**src/rtl/dfsm_layer_sched.sv**
```systemverilog
// dfsm_layer_sched: queues DFSM layer configs and issues them one at a time with a start pulse.
// Optional WAIT watchdog enabled by defining DFSM_SCHED_TIMEOUT_EN.
module dfsm_layer_sched #(
  parameter int MAX_nPERIOD = 8,
  parameter int MAX_nLMAC   = 12288,
  parameter int MAX_nSHFT   = 192,
  parameter int QDEPTH      = 4,
  parameter int TIMEOUT_CYC = 65536,
  localparam int PW     = $clog2(MAX_nPERIOD),
  localparam int LW     = $clog2(MAX_nLMAC),
  localparam int SW     = $clog2(MAX_nSHFT),
  localparam int CONF_W = PW + LW + SW + 1,
  localparam int AW     = $clog2(QDEPTH),
  localparam int LVW    = AW + 1
) (
  input  logic              clk_i,
  input  logic              rst_ni,
  input  logic              enable_i,
  input  logic              flush_i,
  input  logic              cfg_valid_i,
  output logic              cfg_ready_o,
  input  logic [CONF_W-1:0] cfg_data_i,
  input  logic              layer_done_i,
  output logic [CONF_W-1:0] config_bits_o,
  output logic              start_o,
  output logic              dfsm_rst_o,
  output logic              busy_o,
  output logic              all_done_o,
  output logic              cfg_err_o,
  output logic              timeout_err_o,
  output logic [15:0]       done_cnt_o,
  output logic [LVW-1:0]    q_level_o
);
  typedef enum logic [1:0] {IDLE, LOAD, START, WAIT} state_e;
  state_e            state_q;
  logic [CONF_W-1:0] mem_q [QDEPTH];
  logic [AW-1:0]     wr_q, rd_q;
  logic [LVW-1:0]    lvl_q, lvl_d;
  logic [CONF_W-1:0] cfg_q;
  logic              start_q, all_done_q, cfg_err_q;
  logic [15:0]       done_cnt_q;
  logic              push, pop, bad_cfg;
`ifdef DFSM_SCHED_TIMEOUT_EN
  localparam int TW = $clog2(TIMEOUT_CYC);
  logic [TW-1:0] tmr_q;
  logic          timeout_err_q, dfsm_rst_q;
  assign timeout_err_o = timeout_err_q;
  assign dfsm_rst_o    = dfsm_rst_q;
`else
  // watchdog compiled out: the error can never be raised for any legal limit
  assign timeout_err_o = TIMEOUT_CYC < 0;
  assign dfsm_rst_o    = 1'b1;
`endif
  always_comb begin
    push    = cfg_valid_i && cfg_ready_o && !flush_i;
    pop     = state_q == IDLE && enable_i && lvl_q != '0 && !flush_i;
    lvl_d   = flush_i ? '0 : lvl_q + LVW'(push) - LVW'(pop);
    bad_cfg = ~|cfg_q[SW-1:0] || ~|cfg_q[SW+:LW] || ~|cfg_q[SW+LW+:PW];
  end
  assign cfg_ready_o   = lvl_q != LVW'(QDEPTH);
  assign busy_o        = state_q != IDLE;
  assign config_bits_o = cfg_q;
  assign start_o       = start_q;
  assign all_done_o    = all_done_q;
  assign cfg_err_o     = cfg_err_q;
  assign done_cnt_o    = done_cnt_q;
  assign q_level_o     = lvl_q;
  always_ff @(posedge clk_i) begin
    if (push) mem_q[wr_q] <= cfg_data_i;
  end
  always_ff @(posedge clk_i or negedge rst_ni) begin
    if (!rst_ni) begin
      state_q    <= IDLE;
      wr_q       <= '0;
      rd_q       <= '0;
      lvl_q      <= '0;
      cfg_q      <= '0;
      start_q    <= 1'b0;
      all_done_q <= 1'b0;
      cfg_err_q  <= 1'b0;
      done_cnt_q <= '0;
`ifdef DFSM_SCHED_TIMEOUT_EN
      tmr_q         <= '0;
      timeout_err_q <= 1'b0;
      dfsm_rst_q    <= 1'b1;
`endif
    end else begin
      lvl_q      <= lvl_d;
      wr_q       <= flush_i ? '0 : wr_q + AW'(push);
      rd_q       <= flush_i ? '0 : rd_q + AW'(pop);
      start_q    <= 1'b0;
      all_done_q <= 1'b0;
`ifdef DFSM_SCHED_TIMEOUT_EN
      dfsm_rst_q <= 1'b1;
`endif
      case (state_q)
        IDLE: if (pop) begin
          cfg_q   <= mem_q[rd_q];
          state_q <= LOAD;
        end
        LOAD: begin
          state_q   <= bad_cfg ? IDLE : START;
          start_q   <= !bad_cfg;
          cfg_err_q <= cfg_err_q | bad_cfg;
        end
        START: begin
          state_q <= WAIT;
`ifdef DFSM_SCHED_TIMEOUT_EN
          tmr_q <= '0;
`endif
        end
        WAIT: if (layer_done_i) begin
          done_cnt_q <= done_cnt_q + 16'd1;
          all_done_q <= lvl_d == '0;
          state_q    <= IDLE;
        end
`ifdef DFSM_SCHED_TIMEOUT_EN
        else if (tmr_q == TW'(TIMEOUT_CYC - 1)) begin
          timeout_err_q <= 1'b1;
          dfsm_rst_q    <= 1'b0;
          state_q       <= IDLE;
        end else tmr_q <= tmr_q + TW'(1);
`endif
        default: state_q <= IDLE;
      endcase
    end
  end
endmodule

```
**config.mk**
```make
export PLATFORM = sky130hd
export DESIGN_NAME = dfsm_layer_sched
export DESIGN_NICKNAME = d
export VERILOG_FILES = /design/src/rtl/dfsm_layer_sched.sv
export SDC_FILE = /design/constraint.sdc
export NUM_CORES = 1
export LEC_CHECK = 0
export CAP_MARGIN = 20
export CELL_PAD_IN_SITES_DETAIL_PLACEMENT = 0
export CELL_PAD_IN_SITES_GLOBAL_PLACEMENT = 1
export CORE_UTILIZATION = 47
export CTS_BUF_LIST = sky130_fd_sc_hd__clkbuf_16
export CTS_CLUSTER_DIAMETER = 40
export CTS_CLUSTER_SIZE = 16
export DETAILED_ROUTE_END_ITERATION = 6
export GPL_TIMING_DRIVEN = 0
export HOLD_SLACK_MARGIN = 0.08
export PLACE_DENSITY_LB_ADDON = 0.1
export SKIP_CTS_REPAIR_TIMING = 1
export SYNTH_ARGS = -nofsm -noshare
export SYNTH_HDL_FRONTEND = slang
export SYNTH_SLANG_ARGS = --single-unit
```
**constraint.sdc**
```tcl
create_clock -name clk_i -period 3.79 [get_ports clk_i]
set_input_delay 0.5685 -clock clk_i [delete_from_list [all_inputs] [get_ports clk_i]]
set_output_delay 0.5685 -clock clk_i [all_outputs]
set_load 0.02 [all_outputs]
```
==> Flow_metrics.wiki, run 1 <==
{| class="wikitable"
! Metric !! Value
|-
| Yosys warnings || 0
|-
| Final number of setup-violating endpoints || 0
|-
| Top cell type by total area after synthesis || edfxtp_1
|-
| Maximum clock skew at final layout || 0.005153 ns
|-
| Starting Density || 0.4829
|-
| TritonCTS buffer count || 17
|-
| Residual DRC || 0
|-
| FILL cells || 962
|-
| Largest cells by area after synthesis || edfxtp_1 51%, dfrtp_1 22%, mux4_2 9.6%, mux2_2 3.7%, xnor2_1 2.1%
|-
| Slowest cell delay on critical path || 0.64 ns
|-
| Type of the worst setup path || input pin to flip-flop
|-
| Height of the die || 116.1 um
|-
| H-tree levels || 4
|-
| Fraction of post-synthesis cell area in the top cell type by area || 0.5104
|-
| Busiest grt layer || met2
|-
| Met3 capacity usage during global routing || 0.05345
|-
| Final Routed Wirelength || between 10000 and 15000 um
|-
| Outcome || finished, final reports clean
|-
| Ratio of total power to cell area || around 660 mW/mm2
|-
| Largest delay contributor family on the critical path || simple AND/OR/NAND/NOR gates
|-
| Total clock sinks || between 150 and 200
|-
| Port bufs || 81
|-
| CP startpoint || flush_i
|-
| Clock transition at the registers of the reported paths || roughly 0.060 ns
|-
| Wire length of the first global-routing pass || 17620 um
|-
| Synthesized instance count || 315
|-
| Worst Path Required || slightly above 4 ns
|-
| Startpoint type of the worst setup path || input pin
|-
| Crit-path max FO || 10
|-
| Final design utilization || 0.6241
|-
| RSZ-0062 raised after global routing || false
|-
| Slew Viols, Final || 0
|-
| Initial antenna violation count || 0
|-
| Slew at the pin closest to its max-slew limit || 0.7283 ns
|-
| Routed wirelength normalized by instance count || ~18 um
|-
| Critical-path cell list || clkdlybuf4s50_1, nor4b_4, buf_6, xnor2_1, ha_1, fa_1, xnor2_1, nor2_1, nor4b_1
|-
| Total number of nets in the final design || ~460
|-
| Routability cong. || 0.7449
|-
| Synthesized area per cell || 19.42 um2
|-
| Source-to-sink clock delay at the later pin of the worst-skew pair || between 0.4 and 0.5 ns
|-
| Layout cell share with drive strength beyond 1 || 0.2557
|-
| Highest clock frequency the design can meet || 344.7 MHz
|-
| Number of standard cells in the layout, taps in and fillers out || 610
|-
| Global-route track usage on met2 || 0.3111
|-
| Syn nets || 352
|-
| Reported leakage power || 2.868 nW
|-
| Crit path time final || about 2.9 ns
|-
| DR pass1 iterations || 4
|-
| Number of library cell types mapped by synthesis || 36
|-
| Total Power Consumption || 5.255 mW
|-
| TritonCTS clock tree || done
|-
| Data arrival at the endpoint of the critical path || 3.21 ns
|-
| Buffer cell driving the clock tree root || clkbuf_16
|-
| Antenna-violating nets left || 0
|-
| Initial detailed-routing violation count || 151
|-
| Vias in the first global route || 3250
|-
| Combined global-route utilization of all metal layers || 0.1865
|-
| #FFs+latches synth || 158
|-
| Slowest-stage cell, CP || clkdlybuf4s50_1
|-
| Max-cap violations || 0
|-
| Final worst-path cycle share || 0.7655
|-
| Final worst setup slack || 0.8888 ns
|-
| Crit path capture type || flip-flop
|-
| Maximum buffer depth of the clock tree || 2
|-
| N_diodes || 0
|-
| Worst Hold Class || input pin to asynchronous set/reset pin
|-
| Num rows || 41
|-
| Routed vias || ~3100
|-
| Max IR drop VDD || 0.3291 mV
|-
| Cell total after placement || 578
|-
| Most Frequent Cell on Critical Path || xnor2_1
|-
| Half-perimeter wire length of the detailed placement result || ~7600 um
|-
| Maximum number of pins on one net before global-route repair || 29
|-
| Number of ports placed on the die boundary || 84
|-
| Synth-to-Final Area Change || 29.24%
|-
| Met1 usage || 0.2281
|-
| Die Footprint || ~0.013 mm2
|-
| Bufs and invs on worst path || 2
|-
| Placeable core area || 0.01267 mm2
|-
| Post-synth design cell area || ~0.0061 mm2
|-
| Die Span X || approximately 120 um
|-
| Remaining max-slew budget at the tightest pin || 0.5123
|-
| DP Worst Slack || 0.4760 ns
|-
| Hold violation total from the final report || 0
|-
| Startpoint of the most critical register-to-register path || state_q[0]
|-
| Sequential area share after synthesis || 0.7313
|-
| Sum of overflow across all layers after global routing || 0
|-
| Routed via count divided by cell count || 5.138
|}
state kept, by name, summed over array words and instances, names as in the netlist, named ones only:
name and flops:
all_done_o 1, cfg_err_o 1, config_bits_o 26, done_cnt_o 16, mem_q 104, q_level_o 3
rd_q 2, start_o 1, state_q 1, wr_q 2
metal layers:
layer,routed length (um),up-vias
li1,-,1433
met1,4746,1609
met2,5705,75
met3,493,17
met4,225,0
met5,0,-
stage by stage:
stage / instance area, um2 / hold WS (ns) / setup TNS [ns]
after floorplan: 6118 / 0.2729 / 0
final: 7908 / 0.1902 / 0
after detailed placement: 7277 / 0.4648 / 0
after global placement: 7144 / 0.4592 / -146.26
after CTS: 7908 / 0.2021 / 0
after global routing: 7908 / 0.2450 / 0
area by class of cell:
cell class | instances | area [um2] | area share
Sequential cell | 158 | 4474 | 0.5658
Clock inverter | 15 | 205.2 | 0.02595
Clock buffer | 17 | 425.4 | 0.05380
Inverter | 4 | 15.01 | 0.001899
Buffer | 11 | 96.34 | 0.01218
Multi-Input combinational cell | 142 | 1549 | 0.1959
Timing Repair Buffer | 91 | 927.1 | 0.1172
Tap cell | 172 | 215.2 | 0.02722
Yosys cell counts:
cell type    n
conb_1       2
or3_1        1
nor4_2       1
nand2b_1     1
o21ai_0      1
nand2_1     11
and3_1       2
dfrtp_1     54
nor3_1       4
nor2b_1      4
nor4b_4      1
a31o_2       1
nand3b_1     1
ha_1         4
clkbuf_1     1
mux2_2      20
o311ai_0     1
nand4_1      3
nor4_1       5
nand4_2      1
fa_1         1
mux2_4       7
buf_4        2
xor2_1       5
nor3b_1      2
nor2_1      11
xnor2_1     15
edfxtp_1   104
or2_4        2
buf_2        2
inv_1        4
or2_2        1
nor4b_1      1
nand3_1      7
mux4_2      26
buf_6        6
power breakdown:
| group | switching (mW) | internal, mW |
|---|---|---|
| Clock | 0.650 | 1.15 |
| Combinational | 0.550 | 0.632 |
| Sequential | 0.188 | 2.08 |
kinds of logic after synthesis:
| family | share of synthesized area |
|---|---|
| buffers and inverters | 0.01820 |
| adders and majority gates | 0.01145 |
| other | 0.001227 |
| AOI/OAI and AO/OA | 0.003681 |
| and+or+nand+nor | 0.05583 |
| xor gates and xnor gates | 0.02863 |
| muxes | 0.1497 |
| DFF | 0.7313 |
placed cells by master (no fill, tap or decap), types with 11 or more instances in the layout:
master,instances
nor2_1,11
buf_6,15
nand2_1,11
clkdlybuf4s50_1,80
edfxtp_1,104
xnor2_1,15
dfrtp_1,54
mux2_2,20
mux4_2,26
clkbuf_16,17
worst paths after layout:
path / cells after the start / slack, ns / end
worst max-delay path: 9 / 0.89 / all_done_o
worst min-delay path: 1 / 0.19 / q_level_o[1]
worst max register to register: 9 / 1.13 / all_done_o
worst min register to register: 1 / 0.47 / done_cnt_o[15]
max in group asynchronous: 2 / 2.99 / config_bits_o[8]
min in group clk_i: 1 / 0.47 / done_cnt_o[15]
Note: power is estimated with default switching activity, not from simulation.
==> run 2, diff against run 1 <==
CORE_UTILIZATION = 42   (was 47)
clock period = 2.58 ns   (was 3.79 ns; I/O delays follow)
==> Flow_metrics.wiki, run 2 (same netlist as run 1, synthesis figures left out) <==
{| class="wikitable"
! Metric !! Value
|-
| Largest delay contributor family on the critical path || simple AND/OR/NAND/NOR gates (unchanged)
|-
| Comb power frac || 0.234 (was 0.225)
|-
| DR pass1 iterations || 4 (unchanged)
|-
| Antenna-violating nets left || 0 (unchanged)
|-
| H-tree levels || 4 (unchanged)
|-
| Synth-to-Final Area Change || 29.26% (was 29.24%)
|-
| Wire length of the first global-routing pass || 18150 um (was 17620 um)
|-
| Clock network fraction of total power || 0.324 (was 0.344)
|-
| Die Footprint || 0.01505 mm2 (was 0.01348 mm2)
|-
| Die Span X || 122.7 um (was 116.1 um)
|-
| Outcome || finished, final reports clean (unchanged)
|-
| Switching power as a share of total power || 0.2696 (was 0.2642)
|-
| DP Worst Slack || -0.5102 ns (was 0.4760 ns)
|-
| Cell internal power dissipation || 5.500 mW (was 3.866 mW)
|-
| Bufs and invs on worst path || 1 (was 2)
|-
| Final design utilization || 0.5632 (was 0.6241)
|-
| Final number of setup-violating endpoints || 0 (unchanged)
|-
| Routed wirelength normalized by instance count || 18.65 um (was 18.31 um)
|-
| Vias in the first global route || 3249 (was 3250)
|-
| N_diodes || 0 (unchanged)
|-
| Number of flip-flops under the largest register name || 104 (unchanged)
|-
| Fraction of power consumed by sequential logic || 0.441 (was 0.431)
|-
| Final worst-path cycle share || 0.9441
|-
| Remaining max-slew budget at the tightest pin || 0.4669 (was 0.5123)
|-
| Register containing the most flip-flops in the final layout || mem_q (unchanged)
|-
| TritonCTS clock tree || done (unchanged)
|-
| Slew Viols, Final || 0 (unchanged)
|-
| Number of ports placed on the die boundary || 84 (unchanged)
|-
| Crit-path max FO || 4 (was 10)
|-
| Routability cong. || 0.7161 (was 0.7449)
|-
| Non-Filler Cell Area, Final || 0.007909 mm2 (was 0.007908 mm2)
|-
| Slowest-stage cell, CP || dfrtp_1 (was clkdlybuf4s50_1)
|-
| Residual DRC || 0 (unchanged)
|-
| Routed vias || 3182 (was 3134)
|-
| Reported leakage power || 2.874 nW (was 2.868 nW)
|-
| Worst Path Required || 2.90 ns (was 4.10 ns)
|-
| Routed via count divided by cell count || 5.116 (was 5.138)
|-
| TritonCTS buffer count || 17 (unchanged)
|-
| Startpoint type of the worst setup path || flip-flop (was input pin)
|-
| Height of the die || 122.7 um (was 116.1 um)
|-
| Layout cell share with drive strength beyond 1 || 0.2670 (was 0.2557)
|-
| Post-route setup TNS || 0 ns (unchanged)
|-
| Maximum clock skew at final layout || 0.008988 ns (was 0.005153 ns)
|-
| Source-to-sink clock delay at the later pin of the worst-skew pair || 0.42 ns (about the same)
|-
| Initial detailed-routing violation count || 115 (was 151)
|-
| Critical-path cell list || or2_4, nor4b_4, buf_6, xnor2_1, ha_1, fa_1, nor2b_1, nor4b_2 (was clkdlybuf4s50_1, nor4b_4, buf_6, xnor2_1, ha_1, fa_1, xnor2_1, nor2_1, nor4b_1)
|-
| Port bufs || 81 (unchanged)
|-
| Final Routed Wirelength || 11600 um (was 11170 um)
|-
| Sum of overflow across all layers after global routing || 0 (unchanged)
|-
| Data arrival at the endpoint of the critical path || 2.76 ns (was 3.21 ns)
|-
| Slew at the pin closest to its max-slew limit || 0.7997 ns (was 0.7283 ns)
|-
| Ratio of total power to cell area || 952.1 mW/mm2 (was 664.5 mW/mm2)
|-
| Type of the worst setup path || flip-flop to flip-flop (was input pin to flip-flop)
|-
| Total number of nets in the final design || 466 (was 462)
|-
| Hold violation total from the final report || 0 (unchanged)
|-
| Total Power Consumption || 7.530 mW (was 5.255 mW)
|-
| Worst Hold Class || input pin to asynchronous set/reset pin (unchanged)
|-
| Placeable core area || 0.01404 mm2 (was 0.01267 mm2)
|-
| Net switching power || 2.030 mW (was 1.388 mW)
|-
| Half-perimeter wire length of the detailed placement result || 7921 um (was 7616 um)
|-
| Starting Density || 0.4357 (was 0.4829)
|-
| Commonest cells after routing, fill and taps aside || 104 x edfxtp_1, 80 x clkdlybuf4s50_1, 54 x dfrtp_1 (unchanged)
|-
| Final worst setup slack || 0.1443 ns (was 0.8888 ns)
|-
| Slowest cell delay on critical path || 0.41 ns (was 0.64 ns)
|-
| Crit path time final || 2.436 ns
|-
| Max-cap violations || 0 (unchanged)
|-
| Crit path capture type || flip-flop (unchanged)
|-
| Buffer cell driving the clock tree root || clkbuf_16 (unchanged)
|-
| Maximum buffer depth of the clock tree || 2 (unchanged)
|-
| Combined global-route utilization of all metal layers || 0.1734 (was 0.1865)
|-
| Initial antenna violation count || 0 (unchanged)
|-
| Num rows || 43 (was 41)
|-
| Placed cell areas || 0.007291 mm2 (was 0.007277 mm2)
|-
| Max IR drop VDD || 0.4711 mV (was 0.3291 mV)
|-
| Clock transition at the registers of the reported paths || 0.06 ns (about the same)
|-
| Total clock sinks || 158 (unchanged)
|-
| Most common cell after layout, fill and taps aside || edfxtp_1 (unchanged)
|-
| Highest clock frequency the design can meet || 410.6 MHz
|-
| Maximum number of pins on one net before global-route repair || 31 (was 29)
|}
-- run 2: cell count changes in the layout (fill, tap and decap cells not counted) --
cell	delta
buf_4	+4
buf_6	-1
buf_8	+1
bufinv_16	-2
clkinv_1	-1
clkinv_2	+3
nor4b_1	-1
nor4b_2	+1
-- run 2: power groups by stage --
stage | Clock (mW) | Sequential [mW] | Combinational [mW]
floorplan | 0 | 3.63 | 0.651
global placement | 0 | 3.38 | 1.71
detailed placement | 0 | 3.39 | 1.76
CTS | 2.50 | 3.34 | 1.76
global route | 2.61 | 3.38 | 1.90
finish | 2.44 | 3.32 | 1.76
-- run 2: layer usage --
layer | wire length (um) | global-route usage | share of wire
met3 | 478 | 0.04554 | 0.041
met1 | 5247 | 0.2237 | 0.45
met5 | 0 | 0 | 0
met4 | 218 | 0.07546 | 0.019
met2 | 5653 | 0.2767 | 0.49
-- run 2: cell type report --
| class | count | area (um2) |
|---|---|---|
| Multi-Input combinational cell | 142 | 1555 |
| Timing Repair Buffer | 95 | 960.9 |
| Buffer | 11 | 96.34 |
| Sequential cell | 158 | 4474 |
| Inverter | 4 | 15.01 |
| Fill cell | 1100 | 6133 |
| Tap cell | 180 | 225.2 |
| Clock buffer | 17 | 425.4 |
| Clock inverter | 15 | 156.4 |
-- run 2: path summary, 6_finish.rpt --
path	slack [ns]	cells after the start	to
worst max-delay path	0.14	8	all_done_o
worst min-delay path	0.06	1	config_bits_o[20]
worst max register to register	0.14	8	all_done_o
worst min register to register	0.48	1	done_cnt_o[15]
max in group asynchronous	1.91	2	config_bits_o[6]
min in group clk_i	0.48	1	done_cnt_o[15]
-- run 2: worst register-to-register path, cell delays in order, from the launching register on --
cell and delay (ns):
dfrtp_1 0.41, or2_4 0.26, nor4b_4 0.40, buf_6 0.17
xnor2_1 0.11, ha_1 0.18, fa_1 0.40, nor2b_1 0.16
nor4b_2 0.28
-- run 2: through the flow --
| step | hold WS [ns] | instances |
|---|---|---|
| after CTS | 0.06641 | 618 |
| final | 0.05756 | 622 |
| after global routing | 0.09039 | 622 |
| after floorplan | 0.09141 | 315 |
| after detailed placement | 0.4698 | 586 |
| after global placement | 0.4613 | 576 |
==> run 3, diff against run 2 <==
PLACE_DENSITY = 0.79   (was default)
PLACE_DENSITY_LB_ADDON = default   (was 0.1)
==> Flow_metrics.wiki, run 3 (same netlist as run 1, synthesis figures left out) <==
{| class="wikitable"
! Metric !! Value
|-
| Post-route met1 wirelength || 4826 um (was 5247 um)
|-
| Maximum clock skew at final layout || 0.01111 ns (was 0.008988 ns)
|-
| Type of the worst setup path || flip-flop to flip-flop (unchanged)
|-
| Ratio of total power to cell area || 935.3 mW/mm2 (was 952.1 mW/mm2)
|-
| Antenna-violating nets left || 0 (unchanged)
|-
| Slew at the pin closest to its max-slew limit || 0.8675 ns (was 0.7997 ns)
|-
| Hold violation total from the final report || 0 (unchanged)
|-
| TritonCTS clock tree || done (unchanged)
|-
| Layout cell share with drive strength beyond 1 || 0.2723 (was 0.2670)
|-
| H-tree levels || 4 (unchanged)
|-
| Final hold slack || 0.4635 ns (was 0.05756 ns)
|-
| Half-perimeter wire length of the detailed placement result || 7882 um (was 7921 um)
|-
| Data arrival at the endpoint of the critical path || 2.74 ns (was 2.76 ns)
|-
| Placeable core area || 0.01404 mm2 (unchanged)
|-
| Num rows || 43 (unchanged)
|-
| TritonCTS buffer count || 17 (unchanged)
|-
| Initial detailed-routing violation count || 184 (was 115)
|-
| Final worst setup slack || 0.1611 ns (was 0.1443 ns)
|-
| Wire length of the first global-routing pass || 18360 um (was 18150 um)
|-
| Outcome || finished, final reports clean (unchanged)
|-
| Die Span X || 122.7 um (unchanged)
|-
| Remaining max-slew budget at the tightest pin || 0.4185 (was 0.4669)
|-
| N_diodes || 0 (unchanged)
|-
| Starting Density || 0.4357 (unchanged)
|-
| Max-cap violations || 0 (unchanged)
|-
| Residual DRC || 0 (unchanged)
|-
| Number of flip-flops under the largest register name || 104 (unchanged)
|-
| Cell total after placement || 584 (was 586)
|-
| Total clock sinks || 158 (unchanged)
|-
| Highest layer used for signal routing || met4 (unchanged)
|-
| Number of ports placed on the die boundary || 84 (unchanged)
|-
| Crit path capture type || flip-flop (unchanged)
|-
| DR pass1 iterations || 4 (unchanged)
|-
| Total number of nets in the final design || 472 (was 466)
|-
| RSZ-0062 raised after global routing || false
|-
| Worst Hold Class || input pin to flip-flop (was input pin to asynchronous set/reset pin)
|-
| Height of the die || 122.7 um (unchanged)
|-
| Clock transition at the registers of the reported paths || 0.06 ns (about the same)
|-
| Commonest cells after routing, fill and taps aside || 104 x edfxtp_1, 79 x clkdlybuf4s50_1, 54 x dfrtp_1 (was 104 x edfxtp_1, 80 x clkdlybuf4s50_1, 54 x dfrtp_1)
|-
| Routability cong. || 0.7589 (was 0.7161)
|-
| Most common cell after layout, fill and taps aside || edfxtp_1 (unchanged)
|-
| Combined global-route utilization of all metal layers || 0.1725 (was 0.1734)
|-
| Maximum buffer depth of the clock tree || 2 (unchanged)
|-
| Die Footprint || 0.01505 mm2 (unchanged)
|-
| Register containing the most flip-flops in the final layout || mem_q (unchanged)
|-
| Port bufs || 81 (unchanged)
|-
| Maximum number of pins on one net before global-route repair || 31 (unchanged)
|-
| Reported leakage power || 2.916 nW (was 2.874 nW)
|-
| Number of standard cells in the layout, taps in and fillers out || 628 (was 622)
|-
| Initial antenna violation count || 0 (unchanged)
|-
| Final worst-path cycle share || 0.9376 (was 0.9441)
|-
| Vias in the first global route || 3377 (was 3249)
|-
| Routed vias || 3203 (was 3182)
|-
| Routed met2 length || 5964 um (was 5653 um)
|-
| Final number of setup-violating endpoints || 0 (unchanged)
|-
| Worst Path Required || 2.90 ns (about the same)
|-
| Buffer cell driving the clock tree root || clkbuf_16 (unchanged)
|-
| Source-to-sink clock delay at the later pin of the worst-skew pair || 0.42 ns (about the same)
|-
| Final Routed Wirelength || 11570 um (was 11600 um)
|-
| Startpoint type of the worst setup path || flip-flop (unchanged)
|-
| Crit-path max FO || 4 (unchanged)
|-
| Slew Viols, Final || 0 (unchanged)
|-
| Met3 wire length || 643 um (was 478 um)
|-
| Max IR drop VDD || 0.6014 mV (was 0.4711 mV)
|-
| Crit path time final || 2.419 ns (was 2.436 ns)
|-
| Sum of overflow across all layers after global routing || 0 (unchanged)
|-
| Routed via count divided by cell count || 5.100 (was 5.116)
|-
| DP Worst Slack || -0.5965 ns (was -0.5102 ns)
|-
| Routed wirelength normalized by instance count || 18.43 um (was 18.65 um)
|-
| Synth-to-Final Area Change || 29.67% (was 29.26%)
|-
| Post-route setup TNS || 0 ns (unchanged)
|-
| Highest clock frequency the design can meet || 413.4 MHz (was 410.6 MHz)
|}
[run 3: critical path, stage by stage (launching register included)]
cell     delay (ns)
dfrtp_1        0.39
or2_4          0.25
nor4b_4        0.39
buf_6          0.17
xnor2_2        0.11
ha_2           0.19
fa_1           0.40
nor2b_4        0.14
nor4b_2        0.27
[run 3: metal layers]
metal	vias to the layer above	track usage
met4	0	0.07470
met2	93	0.2798
met3	12	0.05948
met1	1645	0.2090
met5	-	0
li1	1453	-
[run 3: area by class of cell]
cell class	count	area, um2
fill	1103	6108
sequential	158	4474
multi-input combinational	142	1572
timing repair buffer	101	1016
clock buffer	17	425.4
tap	180	225.2
clock inverter	15	110.1
buffer	11	96.34
inverter	4	15.01
[run 3: metrics by stage]
step / utilization / total power [mW] / cell area [um2]
after global placement: 0.5095 / 5.087 / 7154
after global routing: 0.5650 / 7.752 / 7934
after CTS: 0.5565 / 7.420 / 7815
final: 0.5650 / 7.421 / 7934
after floorplan: - / 4.279 / 6118
after detailed placement: 0.5184 / 5.138 / 7279
[run 3: path summary, 6_finish.rpt]
kind | endpoint | start | slack (ns) | cells past startpoint
worst max-delay path | all_done_o | state_q[0] | 0.16 | 8
worst min-delay path | rd_q[0] | flush_i | 0.46 | 2
worst max register to register | all_done_o | state_q[0] | 0.16 | 8
worst min register to register | done_cnt_o[15] | done_cnt_o[15] | 0.49 | 1
max in group asynchronous | config_bits_o[16] | rst_ni | 1.43 | 3
min in group asynchronous | done_cnt_o[1] | rst_ni | 0.55 | 2
[run 3: power breakdown]
| group | switching [mW] | internal (mW) | total, mW |
|---|---|---|---|
| sequential | 0.275 | 3.05 | 3.33 |
| clock | 0.962 | 1.31 | 2.27 |
| combinational | 0.836 | 0.986 | 1.82 |
